**src/rtl/reg_writeback_arbiter.sv**
```systemverilog
// ---------------------------------------------------------------------------
// reg_writeback_arbiter
//
// Purpose: merges the single-cycle ALU/load result path (primary) and the
// long-latency mul/div result path (secondary, buffered in a small in-order
// FIFO) onto the register file's single write port. Primary always wins; a
// starvation counter raises stall_req so the pipeline can give queued
// secondary writes a slot.
//
// Ports:
//   clk                - system clock, rising edge
//   reset              - asynchronous, active-low reset
//   pri_valid/addr/data- primary write request (always accepted)
//   sec_valid/ready    - secondary handshake, transfer on valid & ready
//   sec_addr/data      - secondary write request
//   regWrite           - registered write enable to register file
//   reg_write_address  - registered write address
//   data_wb            - registered write data
//   stall_req          - registered request to hold pri_valid low
//   fifo_count         - current secondary FIFO occupancy
//
// Optional feature (macro WB_PENDING_EN): adds rd_addr1/rd_addr2 inputs and
// combinational pending1/pending2 outputs flagging reads of registers whose
// write is still queued or being presented on the write port.
// ---------------------------------------------------------------------------
module reg_writeback_arbiter #(
  parameter int DEPTH        = 4,
  parameter int STARVE_LIMIT = 8,
  parameter int CNT_W        = 3
) (
  input  logic             clk,
  input  logic             reset,
  input  logic             pri_valid,
  input  logic [4:0]       pri_addr,
  input  logic [31:0]      pri_data,
  input  logic             sec_valid,
  output logic             sec_ready,
  input  logic [4:0]       sec_addr,
  input  logic [31:0]      sec_data,
  output logic             regWrite,
  output logic [4:0]       reg_write_address,
  output logic [31:0]      data_wb,
  output logic             stall_req,
`ifdef WB_PENDING_EN
  input  logic [4:0]       rd_addr1,
  input  logic [4:0]       rd_addr2,
  output logic             pending1,
  output logic             pending2,
`endif
  output logic [CNT_W-1:0] fifo_count
);

  localparam int PTR_W = $clog2(DEPTH);
  localparam int SW    = $clog2(STARVE_LIMIT + 1);

  logic [4:0]       memAddr_q [DEPTH];
  logic [31:0]      memData_q [DEPTH];
  logic [PTR_W-1:0] wrPtr_q, wrPtr_d;
  logic [PTR_W-1:0] rdPtr_q, rdPtr_d;
  logic [CNT_W-1:0] count_q, count_d;
  logic [SW-1:0]    starve_q, starve_d;
  logic             regWrite_q, regWrite_d;
  logic [4:0]       wbAddr_q, wbAddr_d;
  logic [31:0]      wbData_q, wbData_d;
  logic             stall_q, stall_d;
  logic             fifoEmpty;
  logic             push;
  logic             pop;

  // Readiness depends only on the registered count, so a pop in the same
  // cycle as a full FIFO frees the slot only from the following cycle.
  assign sec_ready         = (count_q < CNT_W'(DEPTH));
  assign fifo_count        = count_q;
  assign regWrite          = regWrite_q;
  assign reg_write_address = wbAddr_q;
  assign data_wb           = wbData_q;
  assign stall_req         = stall_q;

  // Arbitration and next-state logic. Any primary request (even one to r0,
  // which produces no write) occupies the slot and blocks the FIFO. Writes
  // to r0 from the secondary side are handshaken but dropped. The empty test
  // uses the registered count, so a fresh push cannot pop in the same cycle.
  always_comb begin
    fifoEmpty  = (count_q == '0);
    push       = sec_valid && sec_ready && (sec_addr != 5'd0);
    pop        = !pri_valid && !fifoEmpty;
    count_d    = count_q + CNT_W'(push) - CNT_W'(pop);
    wrPtr_d    = push ? wrPtr_q + PTR_W'(1) : wrPtr_q;
    rdPtr_d    = pop ? rdPtr_q + PTR_W'(1) : rdPtr_q;
    regWrite_d = 1'b0;
    wbAddr_d   = wbAddr_q;
    wbData_d   = wbData_q;
    starve_d   = starve_q;

    if (pri_valid && (pri_addr != 5'd0)) begin
      regWrite_d = 1'b1;
      wbAddr_d   = pri_addr;
      wbData_d   = pri_data;
    end else if (pop) begin
      regWrite_d = 1'b1;
      wbAddr_d   = memAddr_q[rdPtr_q];
      wbData_d   = memData_q[rdPtr_q];
    end

    // A non-empty FIFO that did not pop has lost the slot to the primary.
    if (pop || fifoEmpty) begin
      starve_d = '0;
    end else if (starve_q != SW'(STARVE_LIMIT)) begin
      starve_d = starve_q + SW'(1);
    end

    stall_d = (starve_d == SW'(STARVE_LIMIT)) && (count_d != '0);
  end

  // Control and write-port registers, cleared asynchronously so a write in
  // flight disappears the moment reset is asserted.
  always_ff @(posedge clk or negedge reset) begin
    if (!reset) begin
      wrPtr_q    <= '0;
      rdPtr_q    <= '0;
      count_q    <= '0;
      starve_q   <= '0;
      regWrite_q <= 1'b0;
      wbAddr_q   <= '0;
      wbData_q   <= '0;
      stall_q    <= 1'b0;
    end else begin
      wrPtr_q    <= wrPtr_d;
      rdPtr_q    <= rdPtr_d;
      count_q    <= count_d;
      starve_q   <= starve_d;
      regWrite_q <= regWrite_d;
      wbAddr_q   <= wbAddr_d;
      wbData_q   <= wbData_d;
      stall_q    <= stall_d;
    end
  end

  // FIFO storage needs no reset; entries are only meaningful below count_q.
  always_ff @(posedge clk) begin
    if (push) begin
      memAddr_q[wrPtr_q] <= sec_addr;
      memData_q[wrPtr_q] <= sec_data;
    end
  end

`ifdef WB_PENDING_EN
  logic [PTR_W-1:0] offset;

  // A register is pending if it is the target of any live FIFO entry (its
  // distance from the read pointer is below the occupancy) or it is the
  // write currently presented to the register file. r0 is never pending.
  always_comb begin
    pending1 = regWrite_q && (wbAddr_q == rd_addr1);
    pending2 = regWrite_q && (wbAddr_q == rd_addr2);
    offset   = '0;
    for (int i = 0; i < DEPTH; i++) begin
      offset = PTR_W'(i) - rdPtr_q;
      if (CNT_W'(offset) < count_q) begin
        if (memAddr_q[i] == rd_addr1) pending1 = 1'b1;
        if (memAddr_q[i] == rd_addr2) pending2 = 1'b1;
      end
    end
    if (rd_addr1 == 5'd0) pending1 = 1'b0;
    if (rd_addr2 == 5'd0) pending2 = 1'b0;
  end
`endif

endmodule

```
**config.mk**
```make
export PLATFORM = sky130hd
export DESIGN_NAME = reg_writeback_arbiter
export DESIGN_NICKNAME = d
export VERILOG_FILES = /design/src/rtl/reg_writeback_arbiter.sv
export SDC_FILE = /design/constraint.sdc
export NUM_CORES = 1
export LEC_CHECK = 0
export CAP_MARGIN = 20
export CORE_MARGIN = 2
export CORE_UTILIZATION = 48
export CTS_CLUSTER_DIAMETER = 40
export DETAILED_ROUTE_END_ITERATION = 8
export PLACE_DENSITY = 0.79
export SYNTH_ARGS = -nofsm -noshare
export SYNTH_HDL_FRONTEND = slang
export SYNTH_SLANG_ARGS = --single-unit
```
**constraint.sdc**
```tcl
create_clock -name clk -period 2.3 [get_ports clk]
set_input_delay 0.69 -clock clk [delete_from_list [all_inputs] [get_ports clk]]
set_output_delay 0.69 -clock clk [all_outputs]
set_load 0.02 [all_outputs]
```
# Word level (Yosys, flattened, before mapping)
# Memory sizes are Yosys's and may differ from the RTL's.
# Cells that the tools add are included.
# W data, S select, Z words.
# classes
add_sub_neg	5
n_lt_le_gt_ge	1
n_eq_ne	2
muxes	10
n_reduce_logical	13
# ops
operator	count
$mux W32	2
$mux W5	2
$reduce_bool A5 Y1	2
$mux W4	2
$logic_and A1 B1 Y1	5
$add A2 B1 Y2 const B	2
$add A4 B1 Y4 const B	1
$eq A4 B4 Y1 const B	1
$mux W1	4
$ne A4 B4 Y1 const B	1
$add A3 B1 Y3	1
$logic_not A3 Y1	1
$lt A3 B3 Y1 const B	1
$reduce_bool A3 Y1	1
$sub A3 B1 Y3	1
$logic_not A1 Y1	2
$reduce_bool A2 Y1	1
$logic_or A1 B1 Y1	1
# word_totals
ff_bits	50
mem_bits_rw	148
input_bits	78
output_inout_bits	43
mem_count	2
# mem_list
memory	words	width	read_ports	rd_ports_with_merged_regs	wr	line	rtl
memData_q	4	32	1	0	1	57	logic [31:0] memData_q [DEPTH];
memAddr_q	4	5	1	0	1	56	logic [4:0] memAddr_q [DEPTH];

# Logic depth before layout (Yosys ltp)
# depth
word_depth	7
mapped_depth	11
ltp_nobuf	10

# Least setup slack after synthesis
# Ideal clock, no wire load.
# synth_timing
kind	input -> register
start	input port sec_addr[1]
end	register stall_q (netlist: stall_req)
arrival_time_ns	2.633
t_required_ns	2.200
path_slack_ns	-0.434
cell_stages	10
path_buffers	0
cell_sequence	or3_1 o311a_1 inv_1 ha_1 inv_1 ha_1 fa_1 xnor2_1 nor3_1 nor4bb_1
# synth_via
elab_chain_cells	6
# synth_rtl
element	line	rtl
start: declaration	38	input logic [4:0] sec_addr,
$reduce_bool A5 Y1	85	push = sec_valid && sec_ready && (sec_addr != 5'd0);
$logic_and A1 B1 Y1	85	
$add A3 B1 Y3	87	count_d = count_q + CNT_W'(push) - CNT_W'(pop);
$sub A3 B1 Y3	87	
named net count_d[2]	60	logic [CNT_W-1:0] count_q, count_d;
$reduce_bool A3 Y1	112	stall_d = (starve_d == SW'(STARVE_LIMIT)) && (count_d != '0);
$logic_and A1 B1 Y1	112	
named net stall_d	65	logic stall_q, stall_d;
end signal: assignment	135	stall_q <= stall_d;
end: declaration	65	
# The timed path passes the listed nets, and every way through them passes these cells.
# A chain may end at the register's enable or synchronous reset.

# Worst setup path after layout
# Same ends and word-level chain as after synthesis.

==> impl_metrics.py <==
metrics = {
    "status": {
        "status": "complete, but fails checks",
        "violations": "setup timing",
    },
    "clock_tree": {
        "path_clk_slew_ns": 0.07,
        "cts.sinks": 198,
        "cts_tree": "built",
        "cts-root-buf": "clkbuf_16",
        "numCtsBuffers": 17,
        "clock_path_buffers": 2,
        "ctsHoldBuffers": 0,
        "htree_levels": 4,
        "insertion_delay_ns": 0.43,
    },
    "floorplan": {
        "initial_core_util_pct": 48.76,
        "die_h_um": 130.8,
        "io-pin-count": 121,
        "core_area_um2": 15830,
        "std_cell_rows": 46,
        "die_w_um": 130.8,
        "die_area_um2": 17110,
    },
    "synthesis": {
        "synth_cells": 453,
        "synthesis.nets": 540,
        "synth_xor_area_share_pct": 0.7944,
        "synth-edff-count": 148,
        "synth_fa_ha_area_share_pct": 1.556,
        "synth_compound_area_share_pct": 3.713,
        "ys_top_cells_by_area": "edfxtp_1 (58%), dfrtp_1 (16%), mux4_2 (11%)",
        "synth_simple_gate_area_share_pct": 6.761,
        "muxShareOfSynthArea_pct": 11.07,
        "ys_ff_latch": 198,
        "synthArstFlopShare_pct": 25.25,
        "synth_area_per_cell_um2": 17.04,
        "synth_seq_area_share_pct": 73.80,
        "synth_top_area_share_pct": 57.59,
        "netlist_area_um2": 7717,
        "synth_top_cell_by_area": "edfxtp_1",
        "synth_top_family_by_area": "multiplexers",
        "ys.flop_type": "edfxtp_1",
        "synth_cell_types": 32,
        "yosys_warnings": 0,
    },
    "detailed_routing": {
        "drt_first_pass_iters": 4,
        "vias": 4376,
        "routed_wl_um": 15590,
        "viasPerCell": 5.272,
        "drc": 0,
        "ant_nets": 0,
        "avgRoutedWirePerCell_um": 18.78,
        "drtIter0Drc": 321,
    },
    "sta": {
        "rsz0062_at_grt": "true",
        "worstMarginPinSlew_ns": 0.5757,
        "fin_crit_sh_pct": 106.7,
        "holdWs_ns": 0.2524,
        "finalClockSkew_ns": 0.009011,
        "period_needed_ns": 2.453,
        "fmax_mhz": 407.6,
        "final_max_slew_viol_count": 0,
        "relSlewSlack_pct": 61.62,
        "setup-tns-final_ns": -0.1534,
        "setup_viol": 1,
        "hold_violations": 0,
        "fin_ws_ns": -0.1534,
    },
    "critical_path": {
        "arrival_ns": 2.77,
        "start_kind": "primary input",
        "end_kind": "flip-flop",
        "cp.required_ns": 2.62,
        "worstSetupPathType": "in -> reg",
        "worst-path-max-fanout": 2,
    },
    "global_route": {
        "antenna_found_initial": 0,
        "grt_overflow_total": 0,
        "grt_pass1_vias": 4617,
        "grt_pass1_wl_um": 23940,
        "grt_max_degree": 40,
        "track_usage_pct": 19.15,
    },
    "layout": {
        "drive_gt1_share_pct": 20.39,
        "fin_nets": 687,
        "syn2layout_area_growth_pct": 29.90,
        "most-common-layout-cells": "edfxtp_1 (148), clkdlybuf4s50_1 (113), nand2_1 (70)",
        "register_area_um2": 5698,
        "final_common_cell": "edfxtp_1",
        "fillCellCount": 1108,
        "fin_util_pct": 63.34,
        "multi_input_area_um2": 1913,
        "fin_cells": 830,
    },
    "pwr": {
        "peakVddDrop_mv": 0.7497,
        "powerDensity_nw_per_um2": 1093,
        "p_leak_nw": 3.624,
    },
    "placed_design": {
        "hpwlAfterDp_um": 9984,
        "portBuffers": 120,
        "gp_congestion": 0.6910,
        "dpl.cell_count": 796,
    },
    "flow_run": {
        "cap_violations": 0,
    },
    "worst_hold_path": {
        "hold_path.class": "in -> async",
    },
}
==> cells in the mapped netlist (2+ instances only) <==
| cell | count |
|---|---|
| edfxtp_1 | 148 |
| nand2_1 | 70 |
| dfrtp_1 | 50 |
| mux4_2 | 37 |
| nor2_1 | 36 |
| a31oi_1 | 32 |
| buf_2 | 13 |
| inv_1 | 9 |
| ha_1 | 8 |
| and3_1 | 6 |
| a221o_1 | 5 |
| xnor2_1 | 5 |
| and2_1 | 4 |
| clkbuf_1 | 4 |
| buf_4 | 3 |
| buf_6 | 3 |
| nand3_1 | 2 |
| o21ai_0 | 2 |
| or3_1 | 2 |
| xor2_1 | 2 |
==> critical path, stage by stage <==
cell	delay, ns
buf_6	0.09
or3_4	0.37
o311a_4	0.33
inv_4	0.06
ha_4	0.13
inv_4	0.03
ha_4	0.15
fa_2	0.37
xnor2_2	0.18
nor3_2	0.07
nor4bb_1	0.30
==> per-stage QoR <==
stage	worst slack, ns	area (um^2)	power, mW
global route	-0.2376	10020	11.48
detailed placement	-0.9749	9415	8.205
global placement	-0.8737	9415	8.070
finish	-0.1534	10020	10.96
CTS	-0.1606	10010	11.08
floorplan	-0.4159	7751	6.880
==> kinds of logic (layout without fill, tap and decap cells) <==
group / Yosys count / after routing
and+or+nand+nor: 125 / 125
DFF: 198 / 198
muxes: 39 / 39
other: 0 / 1
adders and majority gates: 9 / 9
xor gates and xnor gates: 7 / 7
buffers and inverters: 34 / 194
AOI/OAI and AO/OA: 41 / 41
==> area by class of cell <==
class	instances	share of cell area, %
inverters	10	0.4244
clock buffers	20	4.656
diodes	1	0.02496
multi-input cells	221	19.08
repair buffers	152	15.26
flip-flops and latches	198	56.84
well taps	216	2.696
clock inverters	12	1.011
==> report_power, final <==
part | total (mW) | switching [mW] | internal, mW
logic | 3.36 | 1.65 | 1.71
registers | 4.80 | 0.302 | 4.49
clock network | 2.80 | 1.23 | 1.57
==> metal layers <==
metal | global-route usage (%) | vias up | part of all wire, %
met2 | 33.73 | 137 | 52
met3 | 4.438 | 19 | 5.1
met1 | 23.34 | 2206 | 41
li1 | - | 2014 | -
met5 | 0 | - | 0
met4 | 6.758 | 0 | 1.6
==> what timing repair did <==
| item | in CTS | in global routing |
|---|---|---|
| pin swaps | 8 | 4 |
| setup endpoints to repair | 4 | 1 |
| setup buffers | 1 | 0 |
| resized for setup | 21 | 3 |
==> final timing paths <==
path / start / to / slack (ns) / cells after the start
setup / recovery: sec_addr[1] / stall_req / -0.15 / 11
hold / removal: reset / starve_q[0] / 0.25 / 1
setup reg to reg: fifo_count[2] / stall_req / -0.10 / 10
hold reg to reg: data_wb[13] / data_wb[13] / 0.54 / 2
max in group asynchronous: reset / rdPtr_q[0] / 1.45 / 2
min in group clk: data_wb[13] / data_wb[13] / 0.54 / 2
==> sequential cells by signal, summed over array words and instances (netlist names) <==
signal,flops
data_wb,32
fifo_count,3
memAddr_q,20
memData_q,128
rdPtr_q,2
regWrite,1
reg_write_address,5
stall_req,1
starve_q,4
wrPtr_q,2
Power figures use the tool's default switching activity.
